===== src/rtl/sum_ascii_framer.sv =====
// sum_ascii_framer: snapshots {a, b, sum} and streams the ASCII frame
// "AA+BB=SS\r\n" to uart_tx one byte at a time over its en/busy handshake.
// Ports:
//   clk, reset_n        clock, asynchronous active-low reset
//   a, b, sum           operand latches and adder result (snapshotted at frame start)
//   send_req            frame request, level-sampled while idle
//   uart_tx_busy        transmitter busy
//   uart_tx_en          one-cycle byte-load strobe
//   uart_tx_data        ASCII byte presented to the transmitter
//   frame_busy          high while a frame is in progress
//   frame_done          one-cycle pulse after the last byte
//   tx_timeout          sticky byte-timeout flag, cleared at the next frame start
module sum_ascii_framer #(
  parameter bit          AUTO_SEND    = 1'b0,
  parameter int unsigned BUSY_TIMEOUT = 16
) (
  input  logic       clk,
  input  logic       reset_n,
  input  logic [3:0] a,
  input  logic [3:0] b,
  input  logic [4:0] sum,
  input  logic       send_req,
  input  logic       uart_tx_busy,
  output logic       uart_tx_en,
  output logic [7:0] uart_tx_data,
  output logic       frame_busy,
  output logic       frame_done,
  output logic       tx_timeout
);

  localparam int unsigned CntW    = $clog2(BUSY_TIMEOUT + 1);
  localparam int unsigned IdxW    = 4;
  localparam int unsigned LastIdx = 9;

  typedef enum logic [2:0] {IDLE, SEND, WAIT_HI, WAIT_LO, NEXT} state_e;

  state_e            state_q, state_d;
  logic [IdxW-1:0]   idx_q, idx_d;
  logic [CntW-1:0]   cnt_q, cnt_d;
  logic [3:0]        snap_a_q, snap_a_d;
  logic [3:0]        snap_b_q, snap_b_d;
  logic [4:0]        snap_s_q, snap_s_d;
  logic              sent_valid_q, sent_valid_d;
  logic              en_q, en_d;
  logic [7:0]        data_q, data_d;
  logic              fbusy_q, fbusy_d;
  logic              done_q, done_d;
  logic              tmo_q, tmo_d;
  logic              start_c;
  logic [7:0]        char_c;

  // Tens digit by comparison ladder; values 0..31 only.
  function automatic logic [1:0] tens_of(input logic [4:0] v);
    logic [1:0] t;
    if (v >= 5'd30)      t = 2'd3;
    else if (v >= 5'd20) t = 2'd2;
    else if (v >= 5'd10) t = 2'd1;
    else                 t = 2'd0;
    return t;
  endfunction

  function automatic logic [7:0] hi_char(input logic [4:0] v);
    return 8'h30 + 8'(tens_of(v));
  endfunction

  // ones = v - 10*tens, with 10*t built as 8t + 2t.
  function automatic logic [7:0] lo_char(input logic [4:0] v);
    logic [1:0] t;
    logic [4:0] o;
    t = tens_of(v);
    o = v - ({t, 3'b000} + 5'({t, 1'b0}));
    return 8'h30 + 8'(o);
  endfunction

  // Character of the current frame position, taken from the snapshot.
  always_comb begin
    char_c = 8'h00;
    case (idx_q)
      4'd0:    char_c = hi_char({1'b0, snap_a_q});
      4'd1:    char_c = lo_char({1'b0, snap_a_q});
      4'd2:    char_c = 8'h2B;
      4'd3:    char_c = hi_char({1'b0, snap_b_q});
      4'd4:    char_c = lo_char({1'b0, snap_b_q});
      4'd5:    char_c = 8'h3D;
      4'd6:    char_c = hi_char(snap_s_q);
      4'd7:    char_c = lo_char(snap_s_q);
      4'd8:    char_c = 8'h0D;
      4'd9:    char_c = 8'h0A;
      default: char_c = 8'h00;
    endcase
  end

  assign start_c = send_req ||
                   (AUTO_SEND && (!sent_valid_q || ({a, b} != {snap_a_q, snap_b_q})));

  // Next-state and registered-output logic.
  always_comb begin
    state_d      = state_q;
    idx_d        = idx_q;
    cnt_d        = cnt_q;
    snap_a_d     = snap_a_q;
    snap_b_d     = snap_b_q;
    snap_s_d     = snap_s_q;
    sent_valid_d = sent_valid_q;
    en_d         = 1'b0;
    data_d       = data_q;
    fbusy_d      = fbusy_q;
    done_d       = 1'b0;
    tmo_d        = tmo_q;

    case (state_q)
      IDLE: begin
        if (start_c) begin
          snap_a_d = a;
          snap_b_d = b;
          snap_s_d = sum;
          idx_d    = '0;
          fbusy_d  = 1'b1;
          tmo_d    = 1'b0;
          state_d  = SEND;
        end
      end
      SEND: begin
        data_d = char_c;
        if (!uart_tx_busy) begin
          en_d    = 1'b1;
          cnt_d   = '0;
          state_d = WAIT_HI;
        end
      end
      WAIT_HI: begin
        if (uart_tx_busy) begin
          state_d = WAIT_LO;
        end else if (cnt_q == CntW'(BUSY_TIMEOUT - 1)) begin
          // Transmitter never acknowledged: count the byte as sent.
          tmo_d   = 1'b1;
          state_d = NEXT;
        end else begin
          cnt_d = cnt_q + CntW'(1);
        end
      end
      WAIT_LO: begin
        if (!uart_tx_busy) state_d = NEXT;
      end
      NEXT: begin
        if (idx_q != IdxW'(LastIdx)) begin
          idx_d   = idx_q + IdxW'(1);
          state_d = SEND;
        end else begin
          idx_d        = '0;
          done_d       = 1'b1;
          fbusy_d      = 1'b0;
          sent_valid_d = 1'b1;
          state_d      = IDLE;
        end
      end
      default: state_d = IDLE;
    endcase
  end

  // State and output registers.
  always_ff @(posedge clk or negedge reset_n) begin
    if (!reset_n) begin
      state_q      <= IDLE;
      idx_q        <= '0;
      cnt_q        <= '0;
      snap_a_q     <= '0;
      snap_b_q     <= '0;
      snap_s_q     <= '0;
      sent_valid_q <= 1'b0;
      en_q         <= 1'b0;
      data_q       <= 8'h00;
      fbusy_q      <= 1'b0;
      done_q       <= 1'b0;
      tmo_q        <= 1'b0;
    end else begin
      state_q      <= state_d;
      idx_q        <= idx_d;
      cnt_q        <= cnt_d;
      snap_a_q     <= snap_a_d;
      snap_b_q     <= snap_b_d;
      snap_s_q     <= snap_s_d;
      sent_valid_q <= sent_valid_d;
      en_q         <= en_d;
      data_q       <= data_d;
      fbusy_q      <= fbusy_d;
      done_q       <= done_d;
      tmo_q        <= tmo_d;
    end
  end

  assign uart_tx_en   = en_q;
  assign uart_tx_data = data_q;
  assign frame_busy   = fbusy_q;
  assign frame_done   = done_q;
  assign tx_timeout   = tmo_q;

endmodule

===== config.mk =====
export PLATFORM = sky130hd
export DESIGN_NAME = sum_ascii_framer
export DESIGN_NICKNAME = d
export VERILOG_FILES = /design/src/rtl/sum_ascii_framer.sv
export SDC_FILE = /design/constraint.sdc
export NUM_CORES = 1
export LEC_CHECK = 0
export BUFFER_PORTS_ARGS = -buffer_cell sky130_fd_sc_hd__clkbuf_2
export CAP_MARGIN = 0
export CORE_AREA = 2 2 69 71
export CTS_CLUSTER_DIAMETER = 40
export DETAILED_ROUTE_END_ITERATION = 16
export DIE_AREA = 0 0 71 73
export PLACE_DENSITY = 0.74
export SYNTH_ARGS = -nofsm -noshare
export SYNTH_HDL_FRONTEND = slang
export SYNTH_SLANG_ARGS = --single-unit

===== constraint.sdc =====
create_clock -name clk -period 4.4 [get_ports clk]
set_input_delay 0.66 -clock clk [delete_from_list [all_inputs] [get_ports clk]]
set_output_delay 0.66 -clock clk [all_outputs]
set_load 0.01 [all_outputs]

==> impl_summary.txt <==
----------------------------------------------------
[Outcome]
  Status ... completed

[Worst setup path]
  Launch point of the critical path ... snap_s_q[1]
  Reg2Reg Launch Point ... snap_s_q[1]
  Data arrival, critical path ... 2.58 ns
  Largest driver fanout on the critical path ... 7
  Worst setup path endpoint ... uart_tx_data[4]
  Category of the critical setup timing path ... reg2reg
  Worst endpoint required time ... around 4.6 ns
  Endpoint of the lowest-slack register-to-register path ... uart_tx_data[4]
  Sort of element at the end of the critical path ... flop
  Worst reg2reg setup slack ... slightly below 2 ns
  Depth of the most critical reg-to-reg path ... 11
  Kind of start point of the critical path ... flop

[Final layout]
  Final non-filler cell area ... roughly 2600 um^2
  Fraction of final layout cells sized beyond drive strength 1 ... 0.163
  Nets@finish ... between 300 and 400
  Area added between synthesis and finish ... 10.8%
  Final design utilization ... 0.570
  Fill cell total of the finished layout ... 401
  Ant diodes ... 0

[Global route]
  Number of antenna violations at the first check in global routing ... 0
  Busiest metal layer after global routing ... met2
  Largest net degree at the start of global routing ... 37
  GRT Residual Overflow ... 0
  Global-route wire length before repair ... 8050 um
  Met2 track demand over resource in global routing ... 0.295
  Total GRT Usage ... 0.195
  Met3 track demand over resource in global routing ... 0.0456
  Met1 Use GR ... 0.274
  Number of global-route vias before repair ... between 1,500 and 2,000

[Synthesis]
  Count of mapped cells out of synthesis ... between 200 and 300
  Most repeated cell in the gate-level netlist after synthesis ... sky130_fd_sc_hd__dfrtp_1
  Post-Syn Area per Cell ... 8.97 um^2
  Total of flip-flops plus latches after synthesis ... 36
  Area share of the largest cell type after synthesis ... 0.386
  Dominant synthesized flop cell ... sky130_fd_sc_hd__dfrtp_1
  Cell area after synthesis ... ~2300 um^2
  Main area contributors after synthesis ... sky130_fd_sc_hd__dfrtp_1 39%, sky130_fd_sc_hd__ha_1 9.1%, sky130_fd_sc_hd__o21ai_0 6.0%, sky130_fd_sc_hd__nand2_1 4.5%, sky130_fd_sc_hd__xnor2_1 4.1%
  Most frequent cells after synthesis ... 36 x sky130_fd_sc_hd__dfrtp_1, 28 x sky130_fd_sc_hd__nand2_1, 28 x sky130_fd_sc_hd__o21ai_0
  Share of synthesized area occupied by flip-flops and latches ... 0.386
  Library cells used by synthesis ... a little under 50
  Yosys Warn Count ... 0
  Async set-or-reset flop fraction in the synthesized netlist ... 1.00
  Synthesized net count ... 294
  Number of enable flip-flop cells after synthesis ... 0
  Library cell occupying the most area in the post-synthesis netlist ... sky130_fd_sc_hd__dfrtp_1

[Floorplan]
  Top Ports ... 29
  Die X-Extent ... slightly above 70 um
  Core area ... 4540 um^2
  Die Y-Extent ... ~73 um
  Initial core utilization ... 0.514
  Die footprint ... 5180 um^2
  Number of rows created at floorplan ... 25

[Routing]
  Post-detailed-route via-to-cell ratio ... about 5.6
  WL per Instance ... approximately 14 um
  Detailed-route DRC error count ... 0
  Pre-antenna DRT Iters ... 4
  Total vias in the final route ... ~1,900
  Final ANT Viol Nets ... 0
  Number of design-rule violations left by the first detailed-router iteration ... approximately 70
  Final wirelength ... between 4000 and 5000 um

[Clock tree]
  Clk root buf ... sky130_fd_sc_hd__clkbuf_8
  # clock sinks ... 36
  Count of cells resized by post-cts repair ... 0
  Maximum level of the CTS H-tree ... 2
  Post-CTS repair timing setup buffer count ... 0
  Largest buffer count on any clock path ... 2
  Clock latency reported for the late side of the worst-skew pair ... 0.30 ns
  Post-CTS Hold Buffers ... 0
  Clock transition at the registers of the reported paths ... around 0.08 ns
  TritonCTS clock tree ... done
  Cts bufs inserted ... 5

[Placed design]
  Routability congestion estimate ... between 0.8 and 0.9
  Cell Area, Placed ... around 2500 um^2
  Port-buffer cells ... 27
  HPWL after DPL ... ~3200 um

[Power and ir drop]
  Sw Pwr ... 0.000722 W
  Sequential Power Share ... 0.335
  IR drop worst, VDD ... 0.397 mV
  Post-layout power ... around 0.0017 W
  Share of total power in combinational logic ... 0.496
  Ratio of total power to cell area ... between 600 and 700 nW/um^2
  Part of the total power dissipated in the clock network ... 0.170
  Switching power share of the total ... 0.416
  Internal power summed over all cells ... roughly 0.0010 W
  Leakage dissipation ... 1.18 nW

[STA]
  Final-report setup violation count ... 0
  Slew at the pin closest to its max-slew limit ... approximately 0.9 ns
  Worst rel slew slack ... 0.389
  WHS ... between 0.4 and 0.5 ns
  Final clock period utilization by the worst path ... 0.549
  Setup_tns ... 0 ns
  Worst clock skew ... 0.00759 ns
  Fmax ... roughly 410 MHz
  Final max-slew violation count ... 0
  Unrepaired setup endpoints after global routing ... false
  Final count of hold timing violations ... 0
  Min Tclk post-route ... about 2.4 ns

[Run]
  Max-cap check violation count ... 0

[Min path]
  Type of the worst min-delay path ... in2async

----------------------------------------------------
## registers in the layout, indices dropped and copies added (netlist names)
| name | count |
|---|---|
| uart_tx_data | 7 |
| cnt_q | 5 |
| snap_s_q | 5 |
| idx_q | 4 |
| snap_a_q | 4 |
| snap_b_q | 4 |
| state_q | 3 |
| frame_busy | 1 |
| frame_done | 1 |
| tx_timeout | 1 |
| uart_tx_en | 1 |
## cell families after synthesis
group                    count (synthesis)  share of synthesized area
adder cells (fa/ha/maj)                 17                     0.0912
other                                    1                    0.00161
multiplexers                             9                     0.0418
AO/OA/AOI/OAI                           68                      0.175
buffers and inverters                   29                     0.0542
flip-flops                              36                      0.386
AND/OR/NAND/NOR                         86                      0.197
XOR/XNOR                                14                     0.0526
## worst min-delay path by stage
stage | from | endpoint | depth (start not counted)
2_1_floorplan | reset_n | cnt_q[0] | 0
3_3_place_gp | tx_timeout | tx_timeout | 2
3_5_place_dp | tx_timeout | tx_timeout | 2
4_1_cts | tx_timeout | tx_timeout | 2
5_1_grt | tx_timeout | tx_timeout | 2
6_report | reset_n | uart_tx_data[0] | 1
## worst max-delay path, cell delays in order, from the launching register on
cell and delay [ns]:
sky130_fd_sc_hd__dfrtp_1 0.47, sky130_fd_sc_hd__ha_1 0.19, sky130_fd_sc_hd__nor2_1 0.04, sky130_fd_sc_hd__a221o_1 0.31
sky130_fd_sc_hd__nand2_1 0.12, sky130_fd_sc_hd__ha_1 0.24, sky130_fd_sc_hd__inv_1 0.06, sky130_fd_sc_hd__ha_1 0.25
sky130_fd_sc_hd__a21oi_1 0.17, sky130_fd_sc_hd__xnor2_1 0.10, sky130_fd_sc_hd__o2111ai_1 0.24, sky130_fd_sc_hd__nand3_1 0.10
## cells in the final DEF (no fill, tap or decap), types with 3 or more instances in the layout
| master | count |
|---|---|
| sky130_fd_sc_hd__mux2_2 | 6 |
| sky130_fd_sc_hd__nor3_1 | 5 |
| sky130_fd_sc_hd__nand2_1 | 28 |
| sky130_fd_sc_hd__mux2i_1 | 3 |
| sky130_fd_sc_hd__o21ai_0 | 28 |
| sky130_fd_sc_hd__a21oi_1 | 14 |
| sky130_fd_sc_hd__o21a_1 | 3 |
| sky130_fd_sc_hd__clkbuf_8 | 5 |
| sky130_fd_sc_hd__nor3b_1 | 4 |
| sky130_fd_sc_hd__xnor2_1 | 11 |
| sky130_fd_sc_hd__o22ai_1 | 3 |
| sky130_fd_sc_hd__inv_1 | 15 |
| sky130_fd_sc_hd__a22oi_1 | 4 |
| sky130_fd_sc_hd__nor2b_1 | 6 |
| sky130_fd_sc_hd__nand3_1 | 5 |
| sky130_fd_sc_hd__nor2_1 | 16 |
| sky130_fd_sc_hd__ha_1 | 17 |
| sky130_fd_sc_hd__dfrtp_1 | 36 |
| sky130_fd_sc_hd__clkbuf_2 | 27 |
| sky130_fd_sc_hd__nand2b_1 | 4 |
| sky130_fd_sc_hd__xor2_1 | 3 |
## area by class of cell
class / count / area, um^2 / share of cell area
repair buffers: 28 / 143 / 0.0552
flip-flops and latches: 36 / 901 / 0.349
well taps: 54 / 67.6 / 0.0262
clock inverters: 3 / 42.5 / 0.0165
multi-input cells: 195 / 1310 / 0.505
inverters: 15 / 56.3 / 0.0218
clock buffers: 5 / 68.8 / 0.0266
## power groups by stage
stage	logic [W]	registers [W]	clock network (W)
2_1_floorplan	0.000705	0.000545	0
3_3_place_gp	0.000836	0.000576	0
3_5_place_dp	0.000859	0.000586	0
4_1_cts	0.000867	0.000580	0.000303
5_1_grt	0.000983	0.000605	0.000311
6_report	0.000861	0.000581	0.000294
## per-layer routing
layer	up-vias	wire (um)
met1	878	2260
li1	952	-
met3	10	244
met2	50	2000
met4	0	78
met5	-	0
## per-stage QoR
step	setup slack, ns	instances
2_1_floorplan	2.16	260
3_3_place_gp	2.08	328
3_5_place_dp	2.01	328
4_1_cts	1.99	336
5_1_grt	1.80	336
6_report	1.98	336
No activity file was read; power rests on OpenSTA's default activity.
